$ cat src/rtl/sram_axi_bridge.sv
// sram_axi_bridge: converts the CPU's sram-like request port (req/addr_ok/data_ok)
// into a single-ID AXI master with at most one outstanding transaction.
//
// Optional feature macro: AXI_BRIDGE_POSTED_WRITE_EN
//   Defined   : writes are posted. data_ok pulses the cycle after acceptance, and a background
//               sub-FSM finishes AW/W/B. New requests are held off (addr_ok low) until that
//               write's B handshake completes, so reads never overtake an earlier write.
//   Undefined : writes block until the B handshake, then data_ok pulses.
//
// Ports:
//   clk, resetn                       clock, asynchronous active-low reset
//   req, wr, size, wstrb, addr, wdata request side (sram-like)
//   addr_ok, data_ok, rdata           request handshake, completion pulse, read data
//   araddr/arsize/arvalid/arready     AXI read address channel
//   axi_rdata/rvalid/rready           AXI read data channel
//   awaddr/awsize/awvalid/awready     AXI write address channel
//   awdata/awstrb/wvalid/wready       AXI write data channel
//   bvalid/bready                     AXI write response channel
// Fixed AXI fields (id, len, burst, lock, cache, prot, wlast) are tied off at integration.
module sram_axi_bridge #(
  parameter int unsigned ADDR_W = 32,
  parameter int unsigned DATA_W = 32
) (
  input  logic                  clk,
  input  logic                  resetn,
  // sram-like request side
  input  logic                  req,
  input  logic                  wr,
  input  logic [1:0]            size,
  input  logic [DATA_W/8-1:0]   wstrb,
  input  logic [ADDR_W-1:0]     addr,
  input  logic [DATA_W-1:0]     wdata,
  output logic                  addr_ok,
  output logic                  data_ok,
  output logic [DATA_W-1:0]     rdata,
  // AXI read address
  output logic [ADDR_W-1:0]     araddr,
  output logic [2:0]            arsize,
  output logic                  arvalid,
  input  logic                  arready,
  // AXI read data
  input  logic [DATA_W-1:0]     axi_rdata,
  input  logic                  rvalid,
  output logic                  rready,
  // AXI write address
  output logic [ADDR_W-1:0]     awaddr,
  output logic [2:0]            awsize,
  output logic                  awvalid,
  input  logic                  awready,
  // AXI write data
  output logic [DATA_W-1:0]     awdata,
  output logic [DATA_W/8-1:0]   awstrb,
  output logic                  wvalid,
  input  logic                  wready,
  // AXI write response
  input  logic                  bvalid,
  output logic                  bready
);

  typedef enum logic [2:0] {
    StIdle,
    StRdAr,
    StRdR,
    StWrAwW,
    StWrB
  } state_e;

  state_e state_q, state_d;

  // Holds addr_ok low from reset until the first clock edge after release.
  logic rst_hold_q;

  // Captured request. The direction is not stored: it is encoded in which branch the FSM takes.
  logic [1:0]          size_q;
  logic [ADDR_W-1:0]   addr_q;
  logic [DATA_W/8-1:0] wstrb_q;
  logic [DATA_W-1:0]   wdata_q;

  logic [DATA_W-1:0] rdata_q, rdata_d;
  logic              data_ok_q, data_ok_d;

  // AW and W complete independently; each flag marks its channel as finished.
  logic aw_done_q, aw_done_d;
  logic w_done_q, w_done_d;

  logic       accept;
  logic [1:0] size_legal;
  logic       wr_aw_phase;
  logic       wr_b_phase;

  // size 3 is not a legal request size; it is issued as a word access.
  assign size_legal = (size == 2'd3) ? 2'd2 : size;

`ifdef AXI_BRIDGE_POSTED_WRITE_EN
  typedef enum logic [1:0] {
    WbIdle,
    WbAwW,
    WbB
  } wb_state_e;

  wb_state_e wb_q, wb_d;
  logic      wb_busy;

  assign wb_busy     = (wb_q != WbIdle);
  assign addr_ok     = (state_q == StIdle) && !rst_hold_q && !wb_busy;
  assign wr_aw_phase = (wb_q == WbAwW);
  assign wr_b_phase  = (wb_q == WbB);
`else
  assign addr_ok     = (state_q == StIdle) && !rst_hold_q;
  assign wr_aw_phase = (state_q == StWrAwW);
  assign wr_b_phase  = (state_q == StWrB);
`endif

  assign accept = req && addr_ok;

  // ---------------------------------------------------------------------------
  // State registers
  // ---------------------------------------------------------------------------
  always_ff @(posedge clk or negedge resetn) begin
    if (!resetn) begin
      state_q    <= StIdle;
      rst_hold_q <= 1'b1;
      rdata_q    <= '0;
      data_ok_q  <= 1'b0;
      aw_done_q  <= 1'b0;
      w_done_q   <= 1'b0;
    end else begin
      state_q    <= state_d;
      rst_hold_q <= 1'b0;
      rdata_q    <= rdata_d;
      data_ok_q  <= data_ok_d;
      aw_done_q  <= aw_done_d;
      w_done_q   <= w_done_d;
    end
  end

  always_ff @(posedge clk or negedge resetn) begin
    if (!resetn) begin
      size_q  <= 2'd0;
      addr_q  <= '0;
      wstrb_q <= '0;
      wdata_q <= '0;
    end else if (accept) begin
      size_q  <= size_legal;
      addr_q  <= addr;
      wstrb_q <= wstrb;
      wdata_q <= wdata;
    end
  end

  // ---------------------------------------------------------------------------
  // Main FSM next state
  // ---------------------------------------------------------------------------
  always_comb begin
    state_d   = state_q;
    rdata_d   = rdata_q;
    data_ok_d = 1'b0;
    aw_done_d = aw_done_q;
    w_done_d  = w_done_q;

    // Write channel progress, shared by the blocking FSM and the posted sub-FSM.
    if (accept && wr) begin
      aw_done_d = 1'b0;
      w_done_d  = 1'b0;
    end else if (wr_aw_phase) begin
      aw_done_d = aw_done_q | awready;
      w_done_d  = w_done_q | wready;
    end

    unique case (state_q)
      StIdle: begin
        if (accept) begin
          if (!wr) begin
            state_d = StRdAr;
          end else begin
`ifdef AXI_BRIDGE_POSTED_WRITE_EN
            // Posted: complete toward the CPU now; the sub-FSM drives AW/W/B.
            data_ok_d = 1'b1;
`else
            state_d = StWrAwW;
`endif
          end
        end
      end
      StRdAr: begin
        if (arready) state_d = StRdR;
      end
      StRdR: begin
        if (rvalid) begin
          rdata_d   = axi_rdata;
          data_ok_d = 1'b1;
          state_d   = StIdle;
        end
      end
      StWrAwW: begin
        if (aw_done_d && w_done_d) state_d = StWrB;
      end
      StWrB: begin
        if (bvalid) begin
          data_ok_d = 1'b1;
          state_d   = StIdle;
        end
      end
      default: state_d = StIdle;
    endcase
  end

`ifdef AXI_BRIDGE_POSTED_WRITE_EN
  // ---------------------------------------------------------------------------
  // Background write sub-FSM
  // ---------------------------------------------------------------------------
  always_ff @(posedge clk or negedge resetn) begin
    if (!resetn) begin
      wb_q <= WbIdle;
    end else begin
      wb_q <= wb_d;
    end
  end

  always_comb begin
    wb_d = wb_q;
    unique case (wb_q)
      WbIdle: begin
        if (accept && wr) wb_d = WbAwW;
      end
      WbAwW: begin
        if (aw_done_d && w_done_d) wb_d = WbB;
      end
      WbB: begin
        if (bvalid) wb_d = WbIdle;
      end
      default: wb_d = WbIdle;
    endcase
  end
`endif

  // ---------------------------------------------------------------------------
  // Outputs
  // ---------------------------------------------------------------------------
  assign data_ok = data_ok_q;
  assign rdata   = rdata_q;

  assign araddr  = addr_q;
  assign arsize  = {1'b0, size_q};
  assign arvalid = (state_q == StRdAr);
  assign rready  = (state_q == StRdR);

  assign awaddr  = addr_q;
  assign awsize  = {1'b0, size_q};
  assign awvalid = wr_aw_phase && !aw_done_q;
  assign awdata  = wdata_q;
  assign awstrb  = wstrb_q;
  assign wvalid  = wr_aw_phase && !w_done_q;
  assign bready  = wr_b_phase;

endmodule

$ cat config.mk
export PLATFORM = sky130hd
export DESIGN_NAME = sram_axi_bridge
export DESIGN_NICKNAME = d
export VERILOG_FILES = /design/src/rtl/sram_axi_bridge.sv
export SDC_FILE = /design/constraint.sdc
export NUM_CORES = 1
export LEC_CHECK = 0
export CAP_MARGIN = 10
export CORE_UTILIZATION = 37
export CTS_BUF_LIST = sky130_fd_sc_hd__clkbuf_8
export CTS_CLUSTER_SIZE = 8
export DETAILED_ROUTE_END_ITERATION = 7
export PLACE_DENSITY_LB_ADDON = 0.05
export SYNTH_ARGS = -nofsm -noshare
export SYNTH_HDL_FRONTEND = slang
export SYNTH_SLANG_ARGS = --single-unit
$ cat constraint.sdc
create_clock -name clk -period 1.5 [get_ports clk]
set_input_delay 0.225 -clock clk [delete_from_list [all_inputs] [get_ports clk]]
set_output_delay 0.225 -clock clk [all_outputs]
set_load 0.005 [all_outputs]
==> impl_metrics.json <==
{
  "yosysTopAreaCell": "dfrtp_1",
  "dp_hpwl_mm": 8.24,
  "io_pins": 256,
  "fmax_mhz": 545,
  "worst_ep_required_time_ps": 1780,
  "p_seq_share_pct": 32.4,
  "postSynthAreaPerCell_um2": 16.1,
  "p_clk_share_pct": 12.4,
  "synth_edf_count": 0,
  "rsz0062_at_grt": "yes",
  "grt_pass1_wl_mm": 19.4,
  "status": "finished, violations left",
  "grt_max_degree": 110,
  "violations": "setup timing",
  "hold_viol": 0,
  "wl_mm": 14.0,
  "portBuffers": 253,
  "synth_area_leaders": "dfrtp_1, mux2_4, mux2_2, buf_4, buf_6",
  "tns_ps": -31300,
  "finalSetupViolations": 113,
  "maxSlewViolCount": 0,
  "powerDensity_nw_per_um2": 1900,
  "core_area_um2": 12600,
  "ys.flop_type": "dfrtp_1",
  "vias_per_cell": 4.56,
  "synth_top_area_share_pct": 56.6,
  "cts_inserted_buffers": 9,
  "yosys_warnings": 0,
  "layout.nets": 720,
  "whs_ps": 387,
  "period_share_pct": 122,
  "drt_iter0_markers": 112,
  "switchingPower_mw": 4.61,
  "skew_ps": 7.84,
  "hp-class": "in -> reg",
  "globalplace.congestion": 0.876,
  "first_pass_iters": 4,
  "netlist_instances": 297,
  "antenna_found_initial": 0,
  "rows": 41,
  "die_area_um2": 13400,
  "p_int_mw": 11.7,
  "grt_usage_pct": 19.5,
  "die_w_um": 116,
  "clock_path_buffers": 2,
  "drive_above_1_share_pct": 38.4,
  "cellLeakagePower_nw": 4.59,
  "ys_seq_elements": 109,
  "period_needed_ps": 1840,
  "worstSetupStartpointType": "flop",
  "die_h_um": 116,
  "grt_pass1_vias": 3609,
  "yosys.cell_count.top_type": "dfrtp_1",
  "arrival_ps": 2110,
  "synth_commonest_cells": "dfrtp_1, mux2_4, buf_4",
  "netlist_area_um2": 4780,
  "cts_root_buffer": "clkbuf_8",
  "relSlewSlack_pct": 59.6,
  "comb_power_share_pct": 55.2,
  "cts_sinks": 109,
  "async_flop_share_pct": 100,
  "cts.htree.levels": 3,
  "drc": 0,
  "clk-insertion-delay-late_ps": 390,
  "vias": 3583,
  "synth_cell_types": 32,
  "wire_per_inst_um": 17.8,
  "critPathCaptureType": "flop",
  "cts_tree": "done",
  "antenna_cells": 0,
  "worst_slew_pin_slew_ps": 605,
  "cts.reportedPaths.clkPinSlew_ps": 100,
  "yosysSeqAreaShare_pct": 57.1,
  "area_growth_pct": 79.7,
  "grt.overflow.total": 0,
  "ir_worst_vdd_uv": 942,
  "layout_setup_ws_ps": -336,
  "start_util_pct": 37.9,
  "critPathKind": "reg -> reg",
  "max-cap-violations": 0,
  "swShare_pct": 28.3,
  "crit_path_max_fanout": 6,
  "ant_nets": 0
}
-- area by class of cell --
cell class                      instances  area, um^2
Clock inverter                          5        73.8
Tap cell                              172         215
Inverter                                2        7.51
Multi-Input combinational cell        139        1870
Clock buffer                           11         151
Sequential cell                       109        2730
Timing Repair Buffer                  348        3540
Fill cell                             948        4030
-- registers in the layout, indices dropped and copies added, names as in the netlist --
| name | count |
|---|---|
| araddr | 32 |
| awdata | 32 |
| rdata | 32 |
| awstrb | 4 |
| state_q | 3 |
| size_q | 2 |
| aw_done_q | 1 |
| data_ok | 1 |
| rst_hold_q | 1 |
| w_done_q | 1 |
-- metrics by stage --
stage	util (%)	total power [mW]	cell area, um^2	instances	worst slack (ps)
2_1_floorplan	-	9.14	4890	299	-76.1
3_3_place_gp	58.5	13.2	7380	688	-170
3_5_place_dp	58.5	13.3	7380	688	-246
4_1_cts	65.1	16.0	8210	767	-329
5_1_grt	68.1	17.2	8590	786	-398
6_report	68.1	16.3	8590	786	-336
-- timing repair --
item	4_1_cts	5_1_grt
pin swaps	11	11
gates resized for setup	151	81
endpoints found under the hold margin	108	0
setup buffers	56	22
setup endpoints to repair	215	164
hold buffers	1	0
cloned	6	5
-- layout by cell type, fill, tap and decap left out, types with 2 or more instances in the layout --
cell type	netlist	layout
nor3b_4	0	2
dfrtp_2	0	2
conb_1	1	3
nand3b_1	2	2
clkbuf_16	0	4
mux2_2	34	2
buf_16	0	4
dlygate4sd2_1	0	86
inv_1	2	2
dlymetal6s2s_1	0	49
bufinv_16	0	2
o21ai_1	0	2
o21a_1	2	2
nor2_1	5	4
buf_6	7	19
dfrtp_1	108	106
mux2_4	67	99
clkbuf_8	0	11
clkdlybuf4s50_1	0	111
clkinv_2	0	2
buf_2	2	4
buf_12	0	6
buf_4	41	63
-- power groups by stage --
stage	sequential (mW)	clock (mW)	combinational, mW
detailed placement	5.43	0	7.83
floorplan	5.43	0	3.71
global route	5.44	2.18	9.58
finish	5.27	2.02	8.99
CTS	5.26	2.07	8.67
global placement	5.40	0	7.75
-- critical path, stage by stage, from the launching register on --
cell and delay (ps):
dfrtp_1 410, buf_6 130, buf_6 110, nor4_4 300, buf_6 190, nand2_8 100, clkbuf_16 190, mux2_4 290
-- path summary, 6_finish.rpt --
| kind | cells past startpoint | start | to | slack, ps |
|---|---|---|---|---|
| setup / recovery | 7 | state_q[2] | araddr[4] | -340 |
| hold / removal | 3 | size[0] | size_q[0] | 390 |
| setup reg to reg | 7 | state_q[2] | araddr[4] | -340 |
| hold reg to reg | 1 | awstrb[3] | awstrb[3] | 510 |
| max in group asynchronous | 3 | resetn | state_q[0] | 570 |
| min in group asynchronous | 3 | resetn | araddr[16] | 430 |
-- metal layers --
layer | up-vias | GRT usage [%] | share of wire (%)
met5 | - | 0 | 0
met4 | 0 | 6.75 | 1.7
met3 | 24 | 6.33 | 7.6
met2 | 160 | 34.0 | 51
met1 | 1784 | 22.4 | 39
li1 | 1615 | - | -
-- kinds of logic after synthesis --
group | synth area share (%)
DFF | 57.1
buffers and inverters | 8.46
AOI/OAI and AO/OA | 2.23
and+or+nand+nor | 3.06
other | 0.0785
muxes | 29.1
(Power assumes the default switching activity.)
